File: src/rtl/cpu_pkg.sv
// Shared CPU definitions: register address width, register-file clear FSM states,
// and the architectural register legality check.
package cpu_pkg;

  localparam int REG_ADDR_W = 5;

  typedef enum logic {
    RF_IDLE  = 1'b0,
    RF_CLEAR = 1'b1
  } regfile_state_t;

  function automatic logic is_legal_reg(input logic [REG_ADDR_W-1:0] addr, input int num_regs);
    return int'({27'd0, addr}) < num_regs;
  endfunction

endpackage

File: src/rtl/cpu_regfile_scoreboard.sv
// Per-register pending bits for hazard detection. Precedence at the edge:
// clear_all beats everything, and an issue beats a same-register write.
module cpu_regfile_scoreboard
  import cpu_pkg::*;
#(
  parameter int NUM_REGS = 32
) (
  input  logic                        clk,
  input  logic                        reset_n,
  input  logic                        clear_all,
  input  logic                        set_en,
  input  logic [REG_ADDR_W-1:0]       set_addr,
  input  logic                        clr_en,
  input  logic [REG_ADDR_W-1:0]       clr_addr,
  output logic [(1<<REG_ADDR_W)-1:0]  pending
);

  localparam int SB_W = 1 << REG_ADDR_W;

  logic [SB_W-1:0] pend_q, pend_d;
  logic            set_ok, clr_ok;

  assign set_ok = set_en && (set_addr != '0) && is_legal_reg(set_addr, NUM_REGS);
  assign clr_ok = clr_en && is_legal_reg(clr_addr, NUM_REGS);

  always_comb begin
    pend_d = pend_q;
    if (clear_all) begin
      pend_d = '0;
    end else begin
      if (clr_ok) pend_d[clr_addr] = 1'b0;
      if (set_ok) pend_d[set_addr] = 1'b1;
    end
    pend_d[0] = 1'b0;
  end

  always_ff @(posedge clk or negedge reset_n) begin
    if (!reset_n) pend_q <= '0;
    else          pend_q <= pend_d;
  end

  assign pending = pend_q;

endmodule

File: src/rtl/cpu_regfile_mp.sv
// Multi-port integer register file with optional write bypass, pending scoreboard
// and a sequential clear engine used by flush/trap handling.
module cpu_regfile_mp
  import cpu_pkg::*;
#(
  parameter int XLEN     = 32,
  parameter int NUM_REGS = 32,
  parameter int NUM_RD   = 2,
  parameter int BYPASS   = 1
) (
  input  logic                         clk,
  input  logic                         reset_n,
  input  logic [NUM_RD*REG_ADDR_W-1:0] rs_addr,
  output logic [NUM_RD*XLEN-1:0]       rs_data,
  output logic [NUM_RD-1:0]            rs_pending,
  input  logic [REG_ADDR_W-1:0]        rd_addr,
  input  logic [XLEN-1:0]              rd_data,
  input  logic                         rd_write_en,
  input  logic                         issue_en,
  input  logic [REG_ADDR_W-1:0]        issue_addr,
  input  logic                         clear_req,
  output logic                         busy,
  output logic                         clear_done,
  output logic                         illegal_addr,
  output logic                         dbg_state
);

  // Storage spans the full address space so any 5-bit address indexes safely;
  // entries at or above NUM_REGS are never written and hold zero.
  localparam int ARR_N = 1 << REG_ADDR_W;

  logic [XLEN-1:0]       regs_q [ARR_N];
  logic [XLEN-1:0]       regs_d [ARR_N];
  regfile_state_t        state_q, state_d;
  logic [REG_ADDR_W-1:0] clr_idx_q, clr_idx_d;
  logic                  clear_done_q, clear_done_d;
  logic                  wr_acc, start_clear, clr_last;
  logic [ARR_N-1:0]      pending;
  logic [NUM_RD-1:0]     rs_illegal;

  // Handshake-free interface: rd_write_en/issue_en are single-cycle strobes that are
  // accepted only in IDLE; anything presented while busy is dropped, not held.
  assign wr_acc      = rd_write_en && (state_q == RF_IDLE) && (rd_addr != '0) &&
                       is_legal_reg(rd_addr, NUM_REGS);
  assign start_clear = (state_q == RF_IDLE) && clear_req;
  assign clr_last    = int'({27'd0, clr_idx_q}) == NUM_REGS - 1;

  always_comb begin
    regs_d       = regs_q;
    state_d      = state_q;
    clr_idx_d    = clr_idx_q;
    clear_done_d = 1'b0;
    case (state_q)
      RF_IDLE: begin
        if (wr_acc) regs_d[rd_addr] = rd_data;
        if (clear_req) begin
          state_d   = RF_CLEAR;
          clr_idx_d = 5'd1;
        end
      end
      RF_CLEAR: begin
        regs_d[clr_idx_q] = '0;
        clr_idx_d         = clr_idx_q + 5'd1;
        if (clr_last) begin
          state_d      = RF_IDLE;
          clr_idx_d    = 5'd1;
          clear_done_d = 1'b1;
        end
      end
      default: state_d = RF_IDLE;
    endcase
  end

  always_ff @(posedge clk or negedge reset_n) begin
    if (!reset_n) begin
      state_q      <= RF_IDLE;
      clr_idx_q    <= 5'd1;
      clear_done_q <= 1'b0;
      for (int r = 0; r < ARR_N; r++) regs_q[r] <= '0;
    end else begin
      state_q      <= state_d;
      clr_idx_q    <= clr_idx_d;
      clear_done_q <= clear_done_d;
      regs_q       <= regs_d;
    end
  end

  cpu_regfile_scoreboard #(.NUM_REGS(NUM_REGS)) u_scoreboard (
    .clk       (clk),
    .reset_n   (reset_n),
    .clear_all (start_clear),
    .set_en    (issue_en && (state_q == RF_IDLE)),
    .set_addr  (issue_addr),
    .clr_en    (wr_acc),
    .clr_addr  (rd_addr),
    .pending   (pending)
  );

  for (genvar i = 0; i < NUM_RD; i++) begin : g_rd
    logic [REG_ADDR_W-1:0] a;
    logic                  legal, hit;
    assign a     = rs_addr[REG_ADDR_W*i +: REG_ADDR_W];
    assign legal = is_legal_reg(a, NUM_REGS);
    assign hit   = (BYPASS != 0) && wr_acc && (rd_addr == a);
    assign rs_illegal[i] = !legal;
    assign rs_data[XLEN*i +: XLEN] = hit ? rd_data :
                                     (legal && (a != '0)) ? regs_q[a] : '0;
    // Pending is the registered bit only; a clearing write shows up next cycle.
    assign rs_pending[i] = legal && (a != '0) && pending[a];
  end

  assign illegal_addr = (|rs_illegal) ||
                        (rd_write_en && !is_legal_reg(rd_addr, NUM_REGS)) ||
                        (issue_en && !is_legal_reg(issue_addr, NUM_REGS));
  assign busy       = (state_q == RF_CLEAR);
  assign clear_done = clear_done_q;
  assign dbg_state  = state_q;

endmodule
File: config.mk
export PLATFORM = sky130hd
export DESIGN_NAME = cpu_regfile_mp
export DESIGN_NICKNAME = d
export VERILOG_FILES = /design/src/rtl/cpu_pkg.sv /design/src/rtl/cpu_regfile_scoreboard.sv /design/src/rtl/cpu_regfile_mp.sv
export SDC_FILE = /design/constraint.sdc
export NUM_CORES = 2
export LEC_CHECK = 0
export BUFFER_PORTS_ARGS = -buffer_cell sky130_fd_sc_hd__buf_2
export CAP_MARGIN = 20
export CORE_MARGIN = 2
export CORE_UTILIZATION = 48
export CTS_BUF_LIST = sky130_fd_sc_hd__clkbuf_4
export DETAILED_ROUTE_END_ITERATION = 8
export SLEW_MARGIN = 40
export SYNTH_ARGS = -nofsm -noshare
export SYNTH_HDL_FRONTEND = slang
export SYNTH_SLANG_ARGS = --single-unit
File: constraint.sdc
create_clock -name clk -period 4.2 [get_ports clk]
set_input_delay 0.42 -clock clk [delete_from_list [all_inputs] [get_ports clk]]
set_output_delay 0.42 -clock clk [all_outputs]
set_load 0.05 [all_outputs]
==> flow_metrics.py <==
metrics = {
    "status": {
        "outcome": "finished, final reports clean",
    },
    "critical_path": {
        "crit_cells": 9,
        "crit_path_start_kind": "flip-flop",
        "slowest_delay_ns": 0.32,
        "crit_slowest_cell": "dfrtp_1",
        "worstRegToRegCells": 7,
        "end_kind": "output port",
        "critPathBufInv": 4,
        "critical_path.most_common_cell": "buf_4",
        "worstPathCellList": "buf_4 -> nand2b_2 -> buf_12 -> a21oi_1 -> and4_2 -> a21oi_4 -> buf_4 -> a32o_1 -> buf_2",
        "crit_fanout": 18,
        "critical_path.top_delay_family": "buffers and inverters",
        "cp.arrival_ns": 3.72,
        "worstPathRequired_ns": 3.78,
        "path_class": "reg -> out",
    },
    "power_and_ir_drop": {
        "power.density_mw_per_mm2": 425,
        "irDropWorstVdd_mv": 0.206,
        "p_leak_nw": 29.5,
        "fin_total_pwr_mw": 27.6,
    },
    "layout": {
        "drive_above_1_share_pct": 25.5,
        "area_growth_pct": 13.2,
        "finish.utilization_pct": 54.9,
        "layout_common_cells": "dfrtp_1 (1061), a22o_1 (998), clkbuf_4 (447)",
        "mostFrequentLayoutCell": "dfrtp_1",
        "nets": 4874,
    },
    "routing": {
        "route.vias.total": 48541,
        "avgViaCountPerCell": 7.41,
        "dr.pass1.iters": 6,
        "ant_nets": 0,
        "drt-initial-drc-count": 6334,
        "totalWireLength_mm": 236,
        "wl_per_cell_um": 36.1,
        "drc": 0,
    },
    "sta": {
        "period_share_pct": 98.7,
        "maxSlewViolCount": 0,
        "hold_viol_final": 0,
        "fmax_mhz": 241,
        "slew-limit-headroom_pct": 36.3,
        "min_period_ns": 4.14,
        "rsz0062_at_grt": "no",
        "finalSetupViolations": 0,
        "fin_skew_ns": 0.0669,
        "tightestPinTransition_ns": 0.944,
    },
    "floorplan": {
        "fp.dieW_um": 350,
        "die_y_um": 350,
        "coreArea_mm2": 0.118,
        "num_rows": 126,
        "start_util_pct": 48.5,
        "die_area_mm2": 0.122,
        "ios": 127,
    },
    "clock_network": {
        "cts_tree": "built",
        "ctsHtreeMaxLevel": 5,
        "insertion_delay_ns": 1.28,
        "path_clk_slew_ns": 0.06,
        "cts.sinks": 1062,
        "cts_made_buffers": 305,
        "ctsRootBufferMaster": "clkbuf_4",
        "clock_path_buffers": 4,
    },
    "hold_path": {
        "min_path_cells": 6,
        "hp-class": "in -> reg",
    },
    "yosys": {
        "ys_seq_area_share_pct": 46.4,
        "ys.flop_type": "dfrtp_1",
        "yosys.cell_types.count": 60,
        "synth-edff-count": 0,
        "synth_fp_nets": 4750,
        "netlist_area_mm2": 0.0573,
        "syn_inst": 4688,
        "ys_warn_count": 0,
        "avgSynthCellArea_um2": 12.2,
        "ys_ff_latch": 1062,
        "ys_async_sr_fraction_pct": 100,
    },
    "global_routing": {
        "grt_util_all_layers_pct": 38.5,
        "grt_max_degree": 90,
        "antenna_found_initial": 9,
        "grt_pass1_vias": 48397,
        "overflow": 0,
        "grt_pass1_wl_mm": 343,
    },
    "placement": {
        "port_buffers": 125,
        "routabilityCongestion": 0.898,
        "hpwl_mm": 139,
    },
    "run": {
        "cap_violations": 0,
    },
}
==> flip-flops by register name (all words and copies together) (netlist names) <==
signal / cells
clr_idx_q: 5
clear_done: 1
regs_q: 1024
u_scoreboard.pending: 31
busy: 1
==> routing by layer <==
metal	GRT usage, %	up-vias	share of wire, %
li1	-	18985	-
met1	50.2	24910	38
met2	56.3	3719	44
met3	12.5	919	12
met4	22.7	8	6.3
met5	0	-	0.028
==> report_power, final <==
part           switching, mW  total (mW)  internal (mW)
clock network           4.59        9.55           4.96
logic                   3.79        6.07           2.28
registers              0.864        12.0           11.1
==> synth_stat cells, types with 53 or more instances <==
| master | instances | area, um^2 |
|---|---|---|
| a22oi_1 | 187 | 1400 |
| o21ai_0 | 88 | 440 |
| mux2i_1 | 417 | 4170 |
| a22o_1 | 998 | 8740 |
| nand2_1 | 134 | 503 |
| a21oi_1 | 156 | 781 |
| nor3b_1 | 74 | 556 |
| nor2_1 | 115 | 432 |
| buf_1 | 53 | 199 |
| buf_2 | 110 | 551 |
| dfrtp_1 | 1061 | 26600 |
| nor3_1 | 57 | 285 |
| mux4_2 | 320 | 7210 |
| clkbuf_1 | 411 | 1540 |
==> worst register-to-register path: cells and delay by family, from the launching register on <==
kind	cells	cell delay, ns
simple gates	2	0.59
flops	1	0.36
buf+inv	4	1.64
compound gates	1	0.34
==> cells by family after synthesis <==
kind of cell	share of synthesized area, %
adders and majority gates	0.109
AOI/OAI and AO/OA	23.0
xor gates and xnor gates	0.183
muxes	20.2
other	0.00654
buffers and inverters	4.42
DFF	46.4
and+or+nand+nor	5.78
==> layout make-up <==
type                    count  area (um^2)
flip-flops and latches   1062        26600
fillers                  9989        53300
well taps                1536         1920
multi-input cells        3017        28900
diodes                      6         15.0
inverters                   7         26.3
clock inverters            59          292
repair buffers            419         3840
clock buffers             447         3360
==> path summary, 6_finish.rpt <==
| kind | start | slack [ns] | endpoint |
|---|---|---|---|
| min in group asynchronous | reset_n | 0.50 | regs_q[447] |
| worst min register to register | regs_q[1007] | 0.51 | regs_q[1007] |
| worst max-delay path | busy | 0.06 | rs_data[30] |
| max in group asynchronous | reset_n | 3.02 | regs_q[938] |
| worst max register to register | busy | 1.26 | regs_q[158] |
| worst min-delay path | rd_addr[3] | 0.11 | u_scoreboard.pending[18] |
==> metrics by stage <==
| step | cell area [um^2] | setup WS (ns) | instances | hold WS (ns) | TNS [ns] |
|---|---|---|---|---|---|
| after floorplan | 57300 | 0.778 | 4688 | 0.124 | 0 |
| after global placement | 60500 | 0.516 | 5982 | 0.483 | 0 |
| after detailed placement | 60600 | 0.538 | 5984 | 0.493 | 0 |
| after CTS | 64800 | -0.000239 | 6544 | 0.00979 | -0.000239 |
| after global routing | 64900 | 0.0119 | 6550 | 0.0848 | 0 |
| final | 64900 | 0.0559 | 6553 | 0.109 | 0 |
==> what timing repair did <==
item,CTS,global route
setup endpoints to repair,32,23
hold buffers,53,0
hold endpoints to repair,1804,0
gates cloned,0,1
buffers inserted,1,0
resized for setup,4,1
(Power assumes the default switching activity.)
